==> config.mk <==
export PLATFORM = sky130hd
export DESIGN_NAME = id_ex_stage
export DESIGN_NICKNAME = d
export VERILOG_FILES = /design/src/rtl/id_ex_stage.sv
export SDC_FILE = /design/constraint.sdc
export NUM_CORES = 1
export LEC_CHECK = 0
export BUFFER_PORTS_ARGS = -buffer_cell sky130_fd_sc_hd__buf_2
export CAP_MARGIN = 25
export CORE_MARGIN = 5
export CORE_UTILIZATION = 47
export CTS_BUF_LIST = sky130_fd_sc_hd__clkbuf_16
export DETAILED_ROUTE_END_ITERATION = 10
export PLACE_DENSITY = 0.86
export SYNTH_ARGS = -nofsm -noshare
export SYNTH_HDL_FRONTEND = slang
export SYNTH_SLANG_ARGS = --single-unit
==> constraint.sdc <==
create_clock -name CLK -period 3.5 [get_ports CLK]
set_clock_uncertainty 0.15 [all_clocks]
set_input_delay 1.05 -clock CLK [delete_from_list [all_inputs] [get_ports CLK]]
set_output_delay 1.05 -clock CLK [all_outputs]
set_load 0.03 [all_outputs]
==> src/rtl/id_ex_stage.sv <==
// ID/EX pipeline register with execute-side operand selection.
//
// Captures decode-stage operands and control on each rising CLK, honouring
// FlushE (load a bubble) over StallE (hold). Forwarding from MEM/WB is then
// resolved combinationally on the registered data to produce the ALU
// operands, the store data and the destination register.
//
// Ports:
//   CLK, RST          clock (rising edge), asynchronous active-low reset
//   StallE, FlushE    hold / bubble controls (flush wins)
//   RD1D, RD2D        register-file read data from decode
//   SignImmD          sign-extended immediate
//   RsD, RtD, RdD     register addresses
//   ALUControlD       ALU opcode
//   ALUSrcD, RegDstD  operand-B and destination selects
//   RegWriteD, MemtoRegD, MemWriteD  control pipelined to later stages
//   ForwardAE/BE      forwarding selects (00 reg, 01 ResultW, 10 ALUOutM, 11 reg)
//   ALUOutM, ResultW  forwarding sources
//   SrcAE, SrcBE      ALU operands
//   ALUControlE       ALU opcode
//   WriteDataE        forwarded rt data (store data)
//   WriteRegE         destination register
//   RsE, RtE          source registers for the hazard unit
//   RegWriteE, MemtoRegE, MemWriteE  registered control
//   ValidE            1 = real instruction, 0 = bubble
module id_ex_stage #(
   parameter int unsigned WIDTH   = 32,
   parameter int unsigned RADDR_W = 5
) (
   input  logic               CLK,
   input  logic               RST,
   input  logic               StallE,
   input  logic               FlushE,
   input  logic [WIDTH-1:0]   RD1D,
   input  logic [WIDTH-1:0]   RD2D,
   input  logic [WIDTH-1:0]   SignImmD,
   input  logic [RADDR_W-1:0] RsD,
   input  logic [RADDR_W-1:0] RtD,
   input  logic [RADDR_W-1:0] RdD,
   input  logic [2:0]         ALUControlD,
   input  logic               ALUSrcD,
   input  logic               RegDstD,
   input  logic               RegWriteD,
   input  logic               MemtoRegD,
   input  logic               MemWriteD,
   input  logic [1:0]         ForwardAE,
   input  logic [1:0]         ForwardBE,
   input  logic [WIDTH-1:0]   ALUOutM,
   input  logic [WIDTH-1:0]   ResultW,
   output logic [WIDTH-1:0]   SrcAE,
   output logic [WIDTH-1:0]   SrcBE,
   output logic [2:0]         ALUControlE,
   output logic [WIDTH-1:0]   WriteDataE,
   output logic [RADDR_W-1:0] WriteRegE,
   output logic [RADDR_W-1:0] RsE,
   output logic [RADDR_W-1:0] RtE,
   output logic               RegWriteE,
   output logic               MemtoRegE,
   output logic               MemWriteE,
   output logic               ValidE
);

   logic [WIDTH-1:0]   rd1_q, rd1_d;
   logic [WIDTH-1:0]   rd2_q, rd2_d;
   logic [WIDTH-1:0]   imm_q, imm_d;
   logic [RADDR_W-1:0] rs_q, rs_d;
   logic [RADDR_W-1:0] rt_q, rt_d;
   logic [RADDR_W-1:0] rd_q, rd_d;
   logic [2:0]         aluctl_q, aluctl_d;
   logic               alusrc_q, alusrc_d;
   logic               regdst_q, regdst_d;
   logic               regwrite_q, regwrite_d;
   logic               memtoreg_q, memtoreg_d;
   logic               memwrite_q, memwrite_d;
   logic               valid_q, valid_d;

   logic [WIDTH-1:0]   fwd_a, fwd_b;

   always_comb begin
      rd1_d      = rd1_q;
      rd2_d      = rd2_q;
      imm_d      = imm_q;
      rs_d       = rs_q;
      rt_d       = rt_q;
      rd_d       = rd_q;
      aluctl_d   = aluctl_q;
      alusrc_d   = alusrc_q;
      regdst_d   = regdst_q;
      regwrite_d = regwrite_q;
      memtoreg_d = memtoreg_q;
      memwrite_d = memwrite_q;
      valid_d    = valid_q;
      if (FlushE) begin
         // Bubble: every field cleared so it has no architectural side effect.
         rd1_d      = '0;
         rd2_d      = '0;
         imm_d      = '0;
         rs_d       = '0;
         rt_d       = '0;
         rd_d       = '0;
         aluctl_d   = '0;
         alusrc_d   = 1'b0;
         regdst_d   = 1'b0;
         regwrite_d = 1'b0;
         memtoreg_d = 1'b0;
         memwrite_d = 1'b0;
         valid_d    = 1'b0;
      end else if (!StallE) begin
         rd1_d      = RD1D;
         rd2_d      = RD2D;
         imm_d      = SignImmD;
         rs_d       = RsD;
         rt_d       = RtD;
         rd_d       = RdD;
         aluctl_d   = ALUControlD;
         alusrc_d   = ALUSrcD;
         regdst_d   = RegDstD;
         regwrite_d = RegWriteD;
         memtoreg_d = MemtoRegD;
         memwrite_d = MemWriteD;
         valid_d    = 1'b1;
      end
   end

   always_ff @(posedge CLK or negedge RST) begin
      if (!RST) begin
         rd1_q      <= '0;
         rd2_q      <= '0;
         imm_q      <= '0;
         rs_q       <= '0;
         rt_q       <= '0;
         rd_q       <= '0;
         aluctl_q   <= '0;
         alusrc_q   <= 1'b0;
         regdst_q   <= 1'b0;
         regwrite_q <= 1'b0;
         memtoreg_q <= 1'b0;
         memwrite_q <= 1'b0;
         valid_q    <= 1'b0;
      end else begin
         rd1_q      <= rd1_d;
         rd2_q      <= rd2_d;
         imm_q      <= imm_d;
         rs_q       <= rs_d;
         rt_q       <= rt_d;
         rd_q       <= rd_d;
         aluctl_q   <= aluctl_d;
         alusrc_q   <= alusrc_d;
         regdst_q   <= regdst_d;
         regwrite_q <= regwrite_d;
         memtoreg_q <= memtoreg_d;
         memwrite_q <= memwrite_d;
         valid_q    <= valid_d;
      end
   end

   // Forwarding uses the live MEM/WB values; code 11 falls back to the register.
   always_comb begin
      unique case (ForwardAE)
         2'b10:   fwd_a = ALUOutM;
         2'b01:   fwd_a = ResultW;
         default: fwd_a = rd1_q;
      endcase
      unique case (ForwardBE)
         2'b10:   fwd_b = ALUOutM;
         2'b01:   fwd_b = ResultW;
         default: fwd_b = rd2_q;
      endcase
   end

   assign SrcAE       = fwd_a;
   assign SrcBE       = alusrc_q ? imm_q : fwd_b;
   // Store data always takes the forwarded rt value, independent of ALUSrc.
   assign WriteDataE  = fwd_b;
   assign WriteRegE   = regdst_q ? rd_q : rt_q;
   assign ALUControlE = aluctl_q;
   assign RsE         = rs_q;
   assign RtE         = rt_q;
   assign RegWriteE   = regwrite_q;
   assign MemtoRegE   = memtoreg_q;
   assign MemWriteE   = memwrite_q;
   assign ValidE      = valid_q;

endmodule

* Word level (Yosys, flattened, before mapping)
Index checks and enable logic that the tools add are counted.
** Word-level totals
- Word-level logic and storage cells :: 48
- Flip-flop bits (word level) :: 120
** Cells by class
- Equal/unequal tests :: 5
- Muxes and demuxes :: 30
** Operators with widths (number)
- $mux W32 :: 7
- $pmux W32 S2 :: 2
- $mux W5 :: 7
- $mux W1 :: 12
- $mux W3 :: 2
- $eq A2 B1 Y1 const B :: 2
- $eq A2 B2 Y1 const B :: 2
- $ne A2 B1 Y1 const B :: 1

* Depth between registers and ports, before layout
Gate-level depths: netlist of run 1.
- Depth after elaboration :: 3
- Depth in mapped cells :: 6
- Depth with buffers taken out :: 4

* Least setup slack after synthesis of run 1
Ideal clock, no wire load.
- Path kind :: input to output
- From :: in ForwardBE[0]
- To :: out SrcBE[0]
- Path slack :: -0.240 ns
- Buffers on the path :: 2
- Cell stages on the path :: 6
- Arrival time :: 2.540 ns
- Path through :: inv_1 > ha_1 > buf_6 > buf_2 > nor2b_1 > o31ai_1
** On the way
- Longest elaborated chain between the ends :: 3
- Elaborated cells between the ends (all ways) :: 4
- Those cells by class :: eq/ne (2); mux (2)
** Ends and longest elaborated chain
- start: declaration :: RTL line 47 : input logic [1:0] ForwardBE,
- $eq A2 B1 Y1 or $eq A2 B2 Y1 (tied branches) :: RTL line 164 : unique case (ForwardBE)
- $pmux W32 S2 (*) :: RTL line 164
- $mux W32 (*) :: RTL line 172 : assign SrcBE = alusrc_q ? imm_q : fwd_b;
- end: declaration :: RTL line 51 : output logic [WIDTH-1:0] SrcBE,
Mark *: on every way between the ends. The rest lies on a longest branch, timed or not.

* Final worst setup path of run 1
- From :: in ForwardBE[0]
- To :: out SrcBE[6]
The elaborated chain is that of the path after synthesis.

==> results of run 1 <==
state kept, by name, summed over array words and instances, names as in the netlist, 3 cells and up:
name	cells
rd2_q	32
rd_q	5
RsE	5
imm_q	32
ALUControlE	3
rd1_q	32
RtE	5
worst min-delay path: stages (launching register included):
cell	delay (ns)
dfrtp_1	0.34
mux2i_1	0.07
nor2_1	0.08
layer usage:
metal  share of wire  global-route usage  wire (µm)  vias to the layer above
met4           0.037               0.100        972                       10
met5          0.0026                   0         69                        -
met3           0.099              0.0938       2650                       81
li1                -                   -          -                     3057
met1            0.37               0.385       9730                     3287
met2            0.50               0.519      13200                      421
synthesized netlist by cell type (all sizes together):
master / instances / area [µm²]
a21oi: 1 / 5.00
a221oi: 32 / 280
a22oi: 32 / 240
buf: 35 / 255
clkbuf: 26 / 97.6
dfrtp: 120 / 3000
ha: 4 / 50.1
inv: 5 / 18.8
mux2: 5 / 56.3
mux2i: 119 / 1190
nand2: 64 / 240
nor2: 151 / 567
nor2b: 32 / 200
o21ai: 32 / 160
o31ai: 32 / 240
worst min path at each step:
stage / cells after the start / start / to
after floorplan: 2 / rd_q[0] / rd_q[0]
after CTS: 2 / ValidE / ValidE
after global placement: 2 / RegWriteE / RegWriteE
after detailed placement: 2 / RsE[4] / RsE[4]
after global routing: 2 / rd1_q[14] / rd1_q[14]
final: 2 / rd1_q[15] / rd1_q[15]
area by class of cell:
cell class / instances / area, µm²
clock buffer: 17 / 425
clock inverter: 14 / 120
fill: 1000 / 3960
inverter: 5 / 21.3
multi-input combinational: 504 / 3760
sequential: 120 / 3000
tap: 180 / 225
timing repair buffer: 358 / 2310
power breakdown:
group	leakage, nW	switching (W)	internal (W)
Sequential	1.59	0.0000593	0.00147
Combinational	3.31	0.000860	0.000557
Clock	0.274	0.000614	0.00102
layout by cell type, fill, tap and decap left out, drive strengths merged:
cell type  netlist  final
ha               4      4
clkbuf          26     19
a22oi           32     32
nand2           64     64
clkinv           0      5
o31ai           32     32
bufinv           0      2
mux2             5      5
dfrtp          120    120
nor2b           32     32
bufbuf           0      1
nor2           151    151
buf             35    355
mux2i          119    119
o21ai           32     32
clkinvlp         0      3
a221oi          32     32
inv              5      9
a21oi            1      1
cells by family after synthesis:
logic type | after synthesis | share of synthesized area
AO/OA/AOI/OAI | 129 | 0.140
AND/OR/NAND/NOR | 247 | 0.152
multiplexers | 124 | 0.189
buffers and inverters | 66 | 0.0563
adder cells (fa/ha/maj) | 4 | 0.00758
flip-flops | 120 | 0.455
metrics by stage:
stage | cells | worst slack (ns) | hold WS, ns | power [W] | instance area, µm²
3_3_place_gp | 1160 | -0.161 | 0.350 | 0.00277 | 8690
5_1_grt | 1198 | -0.0980 | 0.395 | 0.00475 | 9870
4_1_cts | 1195 | -0.0678 | 0.373 | 0.00452 | 9610
3_5_place_dp | 1160 | -0.301 | 0.361 | 0.00279 | 8690
6_report | 1198 | -0.0658 | 0.369 | 0.00458 | 9870
2_1_floorplan | 690 | -0.0757 | 0.334 | 0.00230 | 6770
timing repair:
item | CTS | global route
resized for setup | 71 | 53
gates cloned | 3 | 2
endpoints found under the setup margin | 64 | 62
buffers inserted | 1 | 2
pin swaps | 2 | 7
==> metrics.yaml, run 1 <==
worst_setup_path:
  required_ns: 2.30
  critPathArrivalTime_ns: 2.37
  worstSetupStartpoint: "ForwardBE[0]"
  crit_buf_inv: 4
  cp_max_fo: 14
  rrSetupSlack_ns: 2.21
  crit_type: "in -> out"
  cp-end-kind: "primary output"
  reg2reg_from: "alusrc_q"
  cp_num_cells: 7
  reg2reg_depth: 2
  crit_end: "SrcBE[6]"
  crit_chain: "buf_8 > inv_4 > ha_4 > bufbuf_16 > a221oi_4 > o31ai_2 > buf_4"
  start_kind: "primary input"
  slowest_delay_ns: 0.34
  cpMaxStageDelayCell: "ha_4"
  r2r_end: "alusrc_q"
  cp_top_family: "buffers and inverters"
placed_design:
  post-dp-hpwl_um: 18700
  place.gp.congestion: 0.964
  io_buffer_count: 308
timing:
  setup_tns_ns: -0.633
  worst_slew_pin_slew_ns: 0.664
  fmax_mhz: 280
  hold_violations: 0
  max_slew_margin: 0.558
  rsz0062_at_grt: "yes"
  setup_slack_ns: -0.0658
  fin_crit_ns: 3.57
  fin_crit_sh: 1.02
  setup_viol: 23
  slew_viol_final: 0
run_status:
  violations: "setup timing"
  status: "complete, but fails checks"
clock_network:
  clock_latency_ns: 0.41
  cts_max_level: 4
  clock-sinks: 120
  path_clk_slew_ns: 0.05
  numCtsBuffers: 17
  cts_tree: "yes"
  hold_buffers: 0
  cts_root_buffer: "clkbuf_16"
  clockBufferDepth: 2
die:
  die_w_um: 129
  initial_utilization: 0.478
  dieHeight_um: 129
  io_pins: 309
  core_area_um2: 13800
  rows: 43
  dieArea_um2: 16500
synth:
  ys_warn_count: 0
  ys_seq_area_frac: 0.455
  avgSynthCellArea_um2: 9.57
  synth_cells: 690
  synth_cell_types: 17
  syn-cell-area_um2: 6610
  synth.ff_latch_count: 120
  synth.net_count: 885
layout:
  num_antenna_cells: 0
  drive_above_1_share: 0.465
  fin_util: 0.714
  areaGrowthSynthToFinish_pct: 49.4
  nets: 1201
grt:
  grt_max_degree: 55
  grt_pass1_wl_um: 39100
  grt_pass1_vias: 6979
  grt_remaining_overflow: 0
  antenna_found_initial: 5
  grt_usage: 0.310
power:
  ir_worst_vdd_uv: 442
  power_density_nw_per_um2: 464
  power_leakage_nw: 5.18
route:
  drt-initial-drc-count: 684
  dr.pass1.iters: 6
  drc: 0
  ant_nets: 0
  routedWlPerCell_um: 22.2
  vias_per_cell: 5.72
  wl_um: 26600
  vias: 6856
min_path:
  hold_class: "reg -> reg"
run:
  cap_violations: 0
No activity file was read; power rests on OpenSTA's default activity.
==> run 2: changes to the inputs <==
--- a/config.mk
+++ b/config.mk
@@ -12,6 +12,7 @@
 export CTS_BUF_LIST = sky130_fd_sc_hd__clkbuf_16
 export DETAILED_ROUTE_END_ITERATION = 10
 export PLACE_DENSITY = 0.86
+export REMOVE_ABC_BUFFERS = 1
 export SYNTH_ARGS = -nofsm -noshare
 export SYNTH_HDL_FRONTEND = slang
 export SYNTH_SLANG_ARGS = --single-unit
==> run 2 against run 1 <==
Effect of this change:
- the run still ends with setup timing left
- die area unchanged
- worst setup slack worse by 0.017 ns
- clock power up 3%
- final cell count decreased by 0.67%
- final area fell by 2.1%
- global-route usage decreased by 5.0 points
- sequential share of layout area is 0.67 points higher
- wire length shrank 10%
- first-iteration DRC count fell by 27%
- via count shrank 1.3%
==> metrics.yaml, run 2 (synthesized netlist as in run 1, its figures left out) <==
die:
  dieArea_um2: 16500  # unchanged
  initial_utilization: 0.478  # unchanged
  rows: 43  # unchanged
  die_w_um: 129  # unchanged
  core_area_um2: 13800  # unchanged
  io_pins: 309  # unchanged
  dieHeight_um: 129  # unchanged
clock_network:
  cts_tree: "yes"
  clock_latency_ns: 0.41  # about the same
  numCtsBuffers: 17  # unchanged
  cts_max_level: 4  # unchanged
  path_clk_slew_ns: 0.05  # about the same
  cts_root_buffer: "clkbuf_16"
  clock-sinks: 120  # unchanged
  clockBufferDepth: 2  # unchanged
layout:
  fin_cells: 1190  # -0.67%
  postLayoutCellArea_um2: 9660  # -2.1%
  reg_top3: "imm_q: 32 flops, rd1_q: 32 flops, rd2_q: 32 flops"
  num_antenna_cells: 0  # unchanged
  drive_above_1_share: 0.437  # -0.0280
  layout_common_cells: "273 x buf_2, 150 x nor2_1, 119 x dfrtp_1, 119 x mux2i_1, 64 x nand2_1"
  mostFrequentLayoutCell: "buf_2"
  areaGrowthSynthToFinish_pct: 46.2
  nets: 1192  # -0.75%
min_path:
  whs_path_depth: 2  # unchanged
  hold_class: "reg -> reg"
grt:
  grt-busiest-layer: "met2"
  grt_util_met2: 0.456  # -0.0631
  grt_use_met3: 0.0735  # -0.0203
  grt_use_met1: 0.298  # -0.0864
  grt_remaining_overflow: 0  # unchanged
  grt_pass1_wl_um: 33800  # -14%
  grt_max_degree: 121  # +120%
  antenna_found_initial: 0  # -5
  grt_pass1_vias: 6807  # -2.5%
  grt_usage: 0.259  # -0.0503
placed_design:
  place.gp.congestion: 0.936  # -2.9%
  post-dp-hpwl_um: 15400  # -18%
  io_buffer_count: 308  # unchanged
  placed_cells: 1149  # -0.95%
  place_area_um2: 8450  # -2.8%
timing:
  slew_viol_final: 0  # unchanged
  rsz0062_at_grt: "yes"
  fin_crit_ns: 3.58  # +0.0173 ns
  max_slew_margin: 0.563  # +0.00589
  fin_crit_sh: 1.02  # +0.00494
  hold_violations: 0  # unchanged
  fmax_mhz: 279  # -0.48%
  setup_slack_ns: -0.0831  # -0.0173 ns
  worst_slew_pin_slew_ns: 0.655  # -0.00884 ns
  setup_viol: 17  # -26%
worst_setup_path:
  cp_max_fo: 5  # -9
  cp-end-kind: "primary output"
  crit_chain: "buf_6 > ha_4 > buf_12 > clkbuf_16 > nor2b_1 > o31ai_1 > buf_4"
  slowest_delay_ns: 0.28  # -0.06 ns
  reg2reg_depth: 3  # +1
  start_kind: "primary input"
  critPathArrivalTime_ns: 2.38  # about the same
  required_ns: 2.30  # about the same
  crit_type: "in -> out"
  cpMaxStageDelayCell: "ha_4"
route:
  vias: 6767  # -1.3%
  routedWlPerCell_um: 20.1  # -9.4%
  vias_per_cell: 5.69  # -0.63%
  dr.pass1.iters: 6  # unchanged
  ant_nets: 0  # unchanged
  drc: 0  # unchanged
  drt-initial-drc-count: 501  # -27%
  wl_um: 24000  # -10%
power:
  power_density_nw_per_um2: 472  # +1.7%
  ir_worst_vdd_uv: 320  # -28%
  power_leakage_nw: 5.10  # -1.5%
run_status:
  status: "complete, but fails checks"
  violations: "setup timing"
run:
  cap_violations: 0  # unchanged
==> run 2: changes by cell type in the layout (fill, tap and decap cells not counted), moves of 3 or more <==
cell	previous run	this run
buf_4	60	50
nor2b_1	11	16
nor2b_2	11	4
o31ai_4	4	0
buf_6	10	6
buf_2	268	273
a221oi_1	6	9
o31ai_1	0	16
o31ai_2	28	16
==> run 2: final timing paths <==
kind	from	endpoint	slack, ns
setup / recovery	ForwardBE[1]	SrcBE[27]	-0.08
hold / removal	ValidE	ValidE	0.37
setup reg to reg	alusrc_q	alusrc_q	2.14
hold reg to reg	ValidE	ValidE	0.37
max in group asynchronous	RST	alusrc_q	2.09
min in group asynchronous	RST	imm_q[6]	0.58
==> run 2: critical path: cells and delay by family <==
kind	cells	cell delay, ns
adders and majority gates	1	0.28
and+or+nand+nor	1	0.14
AOI/OAI and AO/OA	1	0.27
buffers and inverters	4	0.63
==> run 2: metrics by stage <==
| step | setup TNS [ns] | utilization | total power, W | setup slack (ns) | hold WS (ns) |
|---|---|---|---|---|---|
| finish | -0.484 | 0.698 | 0.00456 | -0.0831 | 0.365 |
| global route | -1.43 | 0.698 | 0.00476 | -0.0838 | 0.385 |
| CTS | -0.283 | 0.661 | 0.00443 | -0.0569 | 0.367 |
| detailed placement | -1.96 | 0.611 | 0.00271 | -0.174 | 0.359 |
| global placement | -1.26 | 0.611 | 0.00269 | -0.169 | 0.349 |
| floorplan | -50.94 | - | 0.00219 | -0.764 | 0.334 |
==> run 2: repair_timing <==
action / CTS / global route
cloned: 1 / 5
hold buffers: 0 / 0
buffers inserted: 0 / 3
endpoints found under the setup margin: 39 / 70
gates resized for setup: 24 / 95
pin swaps: 5 / 18
==> run 2: cell type report <==
cell class	count	area [µm²]
clock inverters	15	145
fillers	991	4170
flip-flops and latches	120	3000
multi-input cells	504	3610
clock buffers	17	425
inverters	5	21.3
well taps	180	225
repair buffers	349	2230
==> run 2: per-layer routing <==
layer / up-vias / share of wire
met3: 64 / 0.11
met1: 3230 / 0.35
met5: - / 0
li1: 3053 / -
met4: 0 / 0.033
met2: 420 / 0.51
==> run 2: where the power goes <==
part           switching (W)  total [W]  leakage (nW)  internal [W]
clock network       0.000587    0.00168         0.296       0.00109
logic               0.000825    0.00135          3.21      0.000528
registers          0.0000555    0.00152          1.59       0.00147
